--- src/rtl/europa_audio_pkg.sv ---
// Shared definitions for the Europa audio path: sample width default and
// the sigma-delta DAC sequencer state codes.
package europa_audio_pkg;

    localparam int DATA_W_DEFAULT     = 16;
    localparam int SAMPLE_DIV_DEFAULT = 125;
    localparam int FIFO_DEPTH_DEFAULT = 4;

    typedef enum logic [1:0] {
        ST_IDLE   = 2'd0,
        ST_PRIME  = 2'd1,
        ST_RUN    = 2'd2,
        ST_STARVE = 2'd3
    } dac_state_e;

endpackage

--- src/rtl/europa_sd_dac_if.sv ---
// Sample stream handshake into the sigma-delta DAC: valid/ready with a
// signed sample word.
interface europa_sd_dac_if #(
    parameter int DATA_W = 16
) ();

    logic                     s_valid;
    logic signed [DATA_W-1:0] s_data;
    logic                     s_ready;

    modport master (output s_valid, output s_data, input s_ready);
    modport slave  (input s_valid, input s_data, output s_ready);

endinterface

--- src/rtl/europa_sync_fifo.sv ---
// Small first-word-fall-through FIFO: head word visible on pop_data while
// not empty, pop strobe advances it, flush empties it in one cycle.
module europa_sync_fifo #(
    parameter int WIDTH = 16,
    parameter int DEPTH = 4
) (
    input  logic                     clk,
    input  logic                     rst_n,
    input  logic                     flush,
    input  logic                     push_valid,
    output logic                     push_ready,
    input  logic [WIDTH-1:0]         push_data,
    input  logic                     pop,
    output logic [WIDTH-1:0]         pop_data,
    output logic [$clog2(DEPTH):0]   count,
    output logic                     empty
);

    localparam int AW = $clog2(DEPTH);

    logic [WIDTH-1:0] mem_q [DEPTH];
    logic [AW-1:0]    wr_ptr_q;
    logic [AW-1:0]    rd_ptr_q;
    logic [AW:0]      count_q;
    logic             full;
    logic             do_push;
    logic             do_pop;

    assign full       = (count_q == (AW+1)'(DEPTH));
    assign empty      = (count_q == '0);
    // Refusing pushes while flushing keeps the handshake honest on that cycle.
    assign push_ready = ~full & ~flush;
    assign do_push    = push_valid & push_ready;
    assign do_pop     = pop & ~empty;
    assign pop_data   = mem_q[rd_ptr_q];
    assign count      = count_q;

    always_ff @(posedge clk) begin
        if (do_push) begin
            mem_q[wr_ptr_q] <= push_data;
        end
    end

    always_ff @(posedge clk or negedge rst_n) begin
        if (!rst_n) begin
            wr_ptr_q <= '0;
            rd_ptr_q <= '0;
            count_q  <= '0;
        end else if (flush) begin
            wr_ptr_q <= '0;
            rd_ptr_q <= '0;
            count_q  <= '0;
        end else begin
            if (do_push) begin
                wr_ptr_q <= wr_ptr_q + AW'(1);
            end
            if (do_pop) begin
                rd_ptr_q <= rd_ptr_q + AW'(1);
            end
            if (do_push && !do_pop) begin
                count_q <= count_q + (AW+1)'(1);
            end else if (do_pop && !do_push) begin
                count_q <= count_q - (AW+1)'(1);
            end
        end
    end

endmodule

--- src/rtl/europa_sd_dac.sv ---
// First-order sigma-delta audio DAC: buffered sample stream, sample-rate
// sequencer with underrun detection, and a 1-bit density modulator.
module europa_sd_dac
    import europa_audio_pkg::*;
#(
    parameter int DATA_W     = DATA_W_DEFAULT,
    parameter int SAMPLE_DIV = SAMPLE_DIV_DEFAULT,
    parameter int FIFO_DEPTH = FIFO_DEPTH_DEFAULT
) (
    input  logic             clk,
    input  logic             rst_n,
    input  logic             enable,
    input  logic             clr_underrun,
    europa_sd_dac_if.slave   s,
    output logic             dac_out,
    output logic             underrun,
    output logic [1:0]       state_o
);

    localparam int TICK_W = $clog2(SAMPLE_DIV);
    localparam int OCC_W  = $clog2(FIFO_DEPTH) + 1;
    localparam logic [DATA_W-1:0] MIDSCALE = {1'b1, {(DATA_W-1){1'b0}}};

    dac_state_e        state_q;
    logic [DATA_W-1:0] cur_sample_q;
    logic              underrun_q;
    logic [TICK_W-1:0] tick_cnt_q;
    logic [DATA_W-1:0] acc_q;
    logic              dac_q;

    logic              tick;
    logic              flush;
    logic              fifo_pop;
    logic              fifo_empty;
    logic [OCC_W-1:0]  fifo_count;
    logic [DATA_W-1:0] fifo_head;
    logic              playing;
    logic              underrun_set;
    logic [DATA_W-1:0] mod_u;
    logic [DATA_W:0]   mod_sum;

    assign tick    = enable && (tick_cnt_q == TICK_W'(SAMPLE_DIV - 1));
    assign flush   = ~enable && (state_q != ST_IDLE);
    assign playing = (state_q == ST_RUN) || (state_q == ST_STARVE);

    // PRIME waits for two buffered samples so the first RUN period has slack.
    assign fifo_pop = tick && (((state_q == ST_PRIME) && (fifo_count >= OCC_W'(2)))
                               || (playing && !fifo_empty));
    assign underrun_set = tick && playing && fifo_empty;

    europa_sync_fifo #(
        .WIDTH (DATA_W),
        .DEPTH (FIFO_DEPTH)
    ) u_fifo (
        .clk        (clk),
        .rst_n      (rst_n),
        .flush      (flush),
        .push_valid (s.s_valid),
        .push_ready (s.s_ready),
        .push_data  (s.s_data),
        .pop        (fifo_pop),
        .pop_data   (fifo_head),
        .count      (fifo_count),
        .empty      (fifo_empty)
    );

    always_ff @(posedge clk or negedge rst_n) begin
        if (!rst_n) begin
            tick_cnt_q <= '0;
        end else if (!enable || tick) begin
            tick_cnt_q <= '0;
        end else begin
            tick_cnt_q <= tick_cnt_q + TICK_W'(1);
        end
    end

    always_ff @(posedge clk or negedge rst_n) begin
        if (!rst_n) begin
            state_q      <= ST_IDLE;
            cur_sample_q <= '0;
            underrun_q   <= 1'b0;
        end else begin
            // A fresh underrun outranks a clear arriving in the same cycle.
            if (underrun_set) begin
                underrun_q <= 1'b1;
            end else if (clr_underrun) begin
                underrun_q <= 1'b0;
            end

            if (!enable) begin
                state_q      <= ST_IDLE;
                cur_sample_q <= '0;
            end else begin
                if (fifo_pop) begin
                    cur_sample_q <= fifo_head;
                end
                case (state_q)
                    ST_IDLE:   state_q <= ST_PRIME;
                    ST_PRIME:  if (fifo_pop) state_q <= ST_RUN;
                    ST_RUN:    if (underrun_set) state_q <= ST_STARVE;
                    ST_STARVE: if (fifo_pop) state_q <= ST_RUN;
                    default:   state_q <= ST_IDLE;
                endcase
            end
        end
    end

    // Offset binary: flipping the sign bit maps -full..+full onto 0..2^N-1.
    assign mod_u   = (state_q == ST_IDLE) ? MIDSCALE
                                          : {~cur_sample_q[DATA_W-1], cur_sample_q[DATA_W-2:0]};
    assign mod_sum = {1'b0, acc_q} + {1'b0, mod_u};

    always_ff @(posedge clk or negedge rst_n) begin
        if (!rst_n) begin
            acc_q <= '0;
            dac_q <= 1'b0;
        end else begin
            acc_q <= mod_sum[DATA_W-1:0];
            dac_q <= mod_sum[DATA_W];
        end
    end

    assign dac_out  = dac_q;
    assign underrun = underrun_q;
    assign state_o  = state_q;

endmodule
--- src/flat_wrapper.sv ---
// flat-port wrapper written by rule: the top's interface ports become plain ports
module europa_sd_dac_flat import europa_audio_pkg::*;
#(
    parameter int DATA_W     = DATA_W_DEFAULT,
    parameter int SAMPLE_DIV = SAMPLE_DIV_DEFAULT,
    parameter int FIFO_DEPTH = FIFO_DEPTH_DEFAULT
)
  (clk, rst_n, enable, clr_underrun, dac_out, underrun, state_o, s_s_valid, s_s_data, s_s_ready);
  europa_sd_dac_if #(.DATA_W(DATA_W)) s_i ();
  input  logic clk;
  input  logic rst_n;
  input  logic enable;
  input  logic clr_underrun;
  output logic dac_out;
  output logic underrun;
  output logic [1:0] state_o;
  input wire logic [$bits(s_i.s_valid)-1:0] s_s_valid;
  input wire logic [$bits(s_i.s_data)-1:0] s_s_data;
  output wire logic [$bits(s_i.s_ready)-1:0] s_s_ready;
  assign s_i.s_valid = s_s_valid;
  assign s_i.s_data = s_s_data;
  assign s_s_ready = s_i.s_ready;
  europa_sd_dac #(.DATA_W(DATA_W), .SAMPLE_DIV(SAMPLE_DIV), .FIFO_DEPTH(FIFO_DEPTH)) u_core (.clk(clk), .rst_n(rst_n), .enable(enable), .clr_underrun(clr_underrun), .s(s_i), .dac_out(dac_out), .underrun(underrun), .state_o(state_o));
endmodule
--- config.mk ---
export PLATFORM = sky130hd
export DESIGN_NAME = europa_sd_dac_flat
export DESIGN_NICKNAME = d
export VERILOG_FILES = /design/src/rtl/europa_audio_pkg.sv /design/src/rtl/europa_sd_dac_if.sv /design/src/rtl/europa_sync_fifo.sv /design/src/rtl/europa_sd_dac.sv /design/src/flat_wrapper.sv
export SDC_FILE = /design/constraint.sdc
export NUM_CORES = 1
export LEC_CHECK = 0
export CAP_MARGIN = 15
export CORE_MARGIN = 5
export CORE_UTILIZATION = 25
export DETAILED_ROUTE_END_ITERATION = 10
export PLACE_DENSITY = 0.37
export SLEW_MARGIN = 40
export SYNTH_ARGS = -nofsm -noshare
export SYNTH_HDL_FRONTEND = slang
export SYNTH_SLANG_ARGS = --single-unit
--- constraint.sdc ---
create_clock -name clk -period 2.73 [get_ports clk]
set_input_delay 0.546 -clock clk [delete_from_list [all_inputs] [get_ports clk]]
set_output_delay 0.546 -clock clk [all_outputs]
set_load 0.02 [all_outputs]
==> results of run 1 <==
-- state kept, by name, summed over array words and instances, names as in the netlist --
| signal | count |
|---|---|
| u_core.u_fifo.count | 3 |
| u_core.u_fifo.mem_q | 64 |
| u_core.tick_cnt_q | 7 |
| u_core.dac_out | 1 |
| u_core.underrun | 1 |
| u_core.u_fifo.rd_ptr_q | 2 |
| u_core.state_o | 2 |
| u_core.u_fifo.wr_ptr_q | 2 |
| u_core.acc_q | 16 |
| u_core.cur_sample_q | 16 |
-- power by group through the flow --
stage          logic [W]  registers, W  clock network, W
6_report        0.000423       0.00207           0.00215
5_1_grt         0.000485       0.00209           0.00230
4_1_cts         0.000442       0.00208           0.00222
3_5_place_dp    0.000441       0.00211                 0
3_3_place_gp    0.000439       0.00210                 0
2_1_floorplan   0.000256       0.00209                 0
-- critical path, cell delays in order (launching register included) --
cell and delay, ns:
sky130_fd_sc_hd__dfrtp_2 0.40, sky130_fd_sc_hd__nor2_2 0.15, sky130_fd_sc_hd__buf_4 0.21, sky130_fd_sc_hd__nor2b_1 0.09, sky130_fd_sc_hd__ha_1 0.29, sky130_fd_sc_hd__a2111oi_0 0.45, sky130_fd_sc_hd__o21ai_1 0.21, sky130_fd_sc_hd__a221o_2 0.40
sky130_fd_sc_hd__a21oi_1 0.17, sky130_fd_sc_hd__xnor2_1 0.13
-- cells by family (layout without fill, tap and decap cells) --
logic type                 Yosys count  count (layout)
and+or+nand+nor                    104             104
muxes                               16              16
DFF                                114             114
AOI/OAI and AO/OA                   76              76
adders and majority gates           25              25
xor gates and xnor gates            23              23
buffers and inverters               26              93
-- stage by stage --
step / cell area (um^2) / cells / total power [W]
after global placement: 5837 / 689 / 0.002543
after floorplan: 5150 / 384 / 0.002348
after detailed placement: 5837 / 689 / 0.002551
after global routing: 6431 / 721 / 0.004881
final: 6431 / 721 / 0.004650
after CTS: 6422 / 721 / 0.004737
-- worst min path at each step --
stage / from / end / slack, ns / cells after the start
4_1_cts: rst_n / u_core.u_fifo.wr_ptr_q[0] / 0.13 / 1
2_1_floorplan: rst_n / u_core.acc_q[0] / 0.25 / 0
3_3_place_gp: u_core.acc_q[0] / u_core.acc_q[0] / 0.46 / 1
5_1_grt: rst_n / u_core.u_fifo.rd_ptr_q[0] / 0.15 / 1
6_report: rst_n / u_core.u_fifo.rd_ptr_q[0] / 0.13 / 1
3_5_place_dp: u_core.acc_q[0] / u_core.acc_q[0] / 0.47 / 1
-- cell usage after synthesis, types with 3 or more instances --
cell                        n  area, um^2
sky130_fd_sc_hd__a21oi_1   18       90.09
sky130_fd_sc_hd__clkbuf_1   3       11.26
sky130_fd_sc_hd__xor2_1    10       87.58
sky130_fd_sc_hd__ha_1      23       287.8
sky130_fd_sc_hd__buf_2      6       30.03
sky130_fd_sc_hd__nor2_1    24       90.09
sky130_fd_sc_hd__edfxtp_1  64        1922
sky130_fd_sc_hd__a21o_1     5       37.54
sky130_fd_sc_hd__and3_1     6       37.54
sky130_fd_sc_hd__o21ai_0   25       125.1
sky130_fd_sc_hd__nand3_1    8       40.04
sky130_fd_sc_hd__nor2b_1   17       106.4
sky130_fd_sc_hd__xnor2_1   13       113.9
sky130_fd_sc_hd__o22ai_1    3       18.77
sky130_fd_sc_hd__inv_1     14       52.55
sky130_fd_sc_hd__nand2_1   41       153.9
sky130_fd_sc_hd__a211oi_1   3       22.52
sky130_fd_sc_hd__mux4_2    16       360.4
sky130_fd_sc_hd__dfrtp_1   50        1251
-- per-layer routing --
metal  GRT usage (%)  up-vias  wire length (um)
met5               0        -                 0
met4           3.154        0               147
met3           3.082       12               281
met2           15.13       35              4923
met1           11.62     1518              4838
li1                -     1518                 -
-- layout make-up --
class | count | area share (%)
Clock inverter | 15 | 2.490
Sequential cell | 114 | 49.40
Tap cell | 270 | 5.253
Multi-Input combinational cell | 244 | 29.01
Timing Repair Buffer | 47 | 6.420
Inverter | 14 | 0.8171
Clock buffer | 17 | 6.615
==> metrics.log, run 1 <==
INFO  metric outcome = finished clean
INFO  metric finalSetupTns = 0 ns
INFO  metric finalWeightedCongestion = between 0.7 and 0.8
INFO  metric detail_route.iter0.violations = 139
INFO  metric register_area = approximately 0.0032 mm^2
INFO  metric synth-simple-area-share = under 10%
INFO  metric chipHeight = 153.4 um
INFO  metric r2r.worst_path.cells = 9
INFO  metric placeableCoreArea = slightly above 0.02 mm^2
INFO  metric synth-edff-count = 64
INFO  metric areaGrowthSynthToFinish = 25.18%
INFO  metric number_of_cts_inserted_buffers = 17
INFO  metric mappedNetlistNets = 430
INFO  metric finalHoldViolations = 0
INFO  metric synth.mux.area_fraction = ~7%
INFO  metric buffer_ports.inserted = 25
INFO  metric path_category_of_the_worst_min_delay_check = in2async
INFO  metric maximum_number_of_pins_on_one_net_before_global_route_repair = 37
INFO  metric max-vdd-ir-drop = 0.4521 mV
INFO  metric layout_commonest_cell = sky130_fd_sc_hd__edfxtp_1
INFO  metric post_cts.resized_instances = 0
INFO  metric grt.overflow.total = 0
INFO  metric rsz_0062_raised_after_global_routing = false
INFO  metric regToRegStartpoint = u_core.state_o[0]
INFO  metric power_frac_comb = under 10%
INFO  metric ys.warnings.count = 0
INFO  metric wl_per_cell = roughly 14 um
INFO  metric postCtsSetupRepairBufs = 0
INFO  metric p_seq_share = roughly 45%
INFO  metric drt_drc_violations_left = 0
INFO  metric worst_slew_margin_rel = 63.56%
INFO  metric yosysUniqueCellTypes = 45
INFO  metric num-fill-cells = 2000
INFO  metric maxCapViolations = 0
INFO  metric final_util = 31.78%
INFO  metric clock_path_buffers = 2
INFO  metric worst_ep_arrival_time = 2.89 ns
INFO  metric clk_latency = around 0.4 ns
INFO  metric synthesis.area = between 0.005 and 0.006 mm^2
INFO  metric power_switching_share = 23.75%
INFO  metric synth_area_per_cell = approximately 13 um^2
INFO  metric totalWireLength = ~10 mm
INFO  metric post-route-worst-setup-slack = around 0.16 ns
INFO  metric synth_compound_area_share = 9.474%
INFO  metric hold_slack = approximately 0.13 ns
INFO  metric min_period_over_period = between 90% and 100%
INFO  metric leading_register_cell_type_out_of_synthesis = sky130_fd_sc_hd__edfxtp_1
INFO  metric setup_viol_count_final = 0
INFO  metric hpwl = between 7 and 8 mm
INFO  metric first_global_vias = between 3000 and 4000
INFO  metric layout_min_cycle_time = approximately 2.6 ns
INFO  metric finalClockSkew = between 0.006 and 0.007 ns
INFO  metric worst_setup_startpoint = u_core.state_o[0]
INFO  metric row_count = between 50 and 60
INFO  metric design.final.nets = between 400 and 500
INFO  metric area_of_combinational_cells_with_multiple_inputs = between 0.0015 and 0.002 mm^2
INFO  metric power.density_cell_area = approximately 720 mW/mm^2
INFO  metric synth_cells = around 380
INFO  metric synth_top_family_by_area = compound AO/OA/AOI/OAI gates
INFO  metric achievable-frequency = about 0.4 GHz
INFO  metric holdBufCountCts = 0
INFO  metric initial_core_util = between 20% and 30%
INFO  metric crit_path_max_fanout = 13
INFO  metric placement.setup.worst_slack = -0.1161 ns
INFO  metric ant_nets = 0
INFO  metric ff2ff_setup_slack = 0.16 ns
INFO  metric grt_antenna_before_repair = 0
INFO  metric cts_root_buffer = sky130_fd_sc_hd__clkbuf_16
INFO  metric tritoncts = yes
INFO  metric worst_ep_required_time = 3.06 ns
INFO  metric synth-adder-area-share = under 10%
INFO  metric reg2reg_to = u_core.acc_q[14]
INFO  metric critical_path.endpoint = u_core.acc_q[14]
INFO  metric crit_path_start_kind = flip-flop
INFO  metric portion_of_the_post_synthesis_area_used_by_sequential_elements = between 60 and 70%
INFO  metric cts_max_level = 4
INFO  metric finalMaxSlewViolations = 0
INFO  metric synth_async_sr_flop_share = between 40% and 50%
INFO  metric post_route_cells_drive_above_1_share = approximately 18%
INFO  metric worst-slew-pin-transition = ~0.55 ns
INFO  metric grtUsageTotal = a little under a tenth
INFO  metric yosys.area_share.xor_xnor = around 3.9%
INFO  metric drt_pre_antenna_iters = 4
INFO  metric switchingPower = ~0.0011 W
INFO  metric clock_sinks = between 100 and 150
INFO  metric dr_total_vias = just over 3000
INFO  metric cell_internal_pwr = ~0.0035 W
INFO  metric ys_ff_latch = roughly 110
INFO  metric avgViaCountPerCell = ~4.3
INFO  metric power.leakage = between 2 and 2.5 nW
INFO  metric fp.dieArea = approximately 0.024 mm^2
INFO  metric critPathKind = reg2reg
INFO  metric die_w = 153.4 um
INFO  metric power.share.clock = a little under half
INFO  metric clock_pin_slew_on_the_worst_setup_and_hold_paths = around 0.06 ns
INFO  metric critical_path_sink_type = flip-flop
INFO  metric grt_pass1_wl = about 17 mm
INFO  metric num_io_pins = 26
INFO  metric mostFrequentLayoutCells = 64 x sky130_fd_sc_hd__edfxtp_1, 47 x sky130_fd_sc_hd__dfrtp_1, 41 x sky130_fd_sc_hd__nand2_1
INFO  metric insertedDiodeCount = 0
No activity file was read; power rests on OpenSTA's default activity.
==> inputs of run 2 (changes only) <==
CTS_CLUSTER_SIZE = 40   (was default)
==> results of run 2 <==
The final DEF is identical to that of run 1; final timing and power are the same.
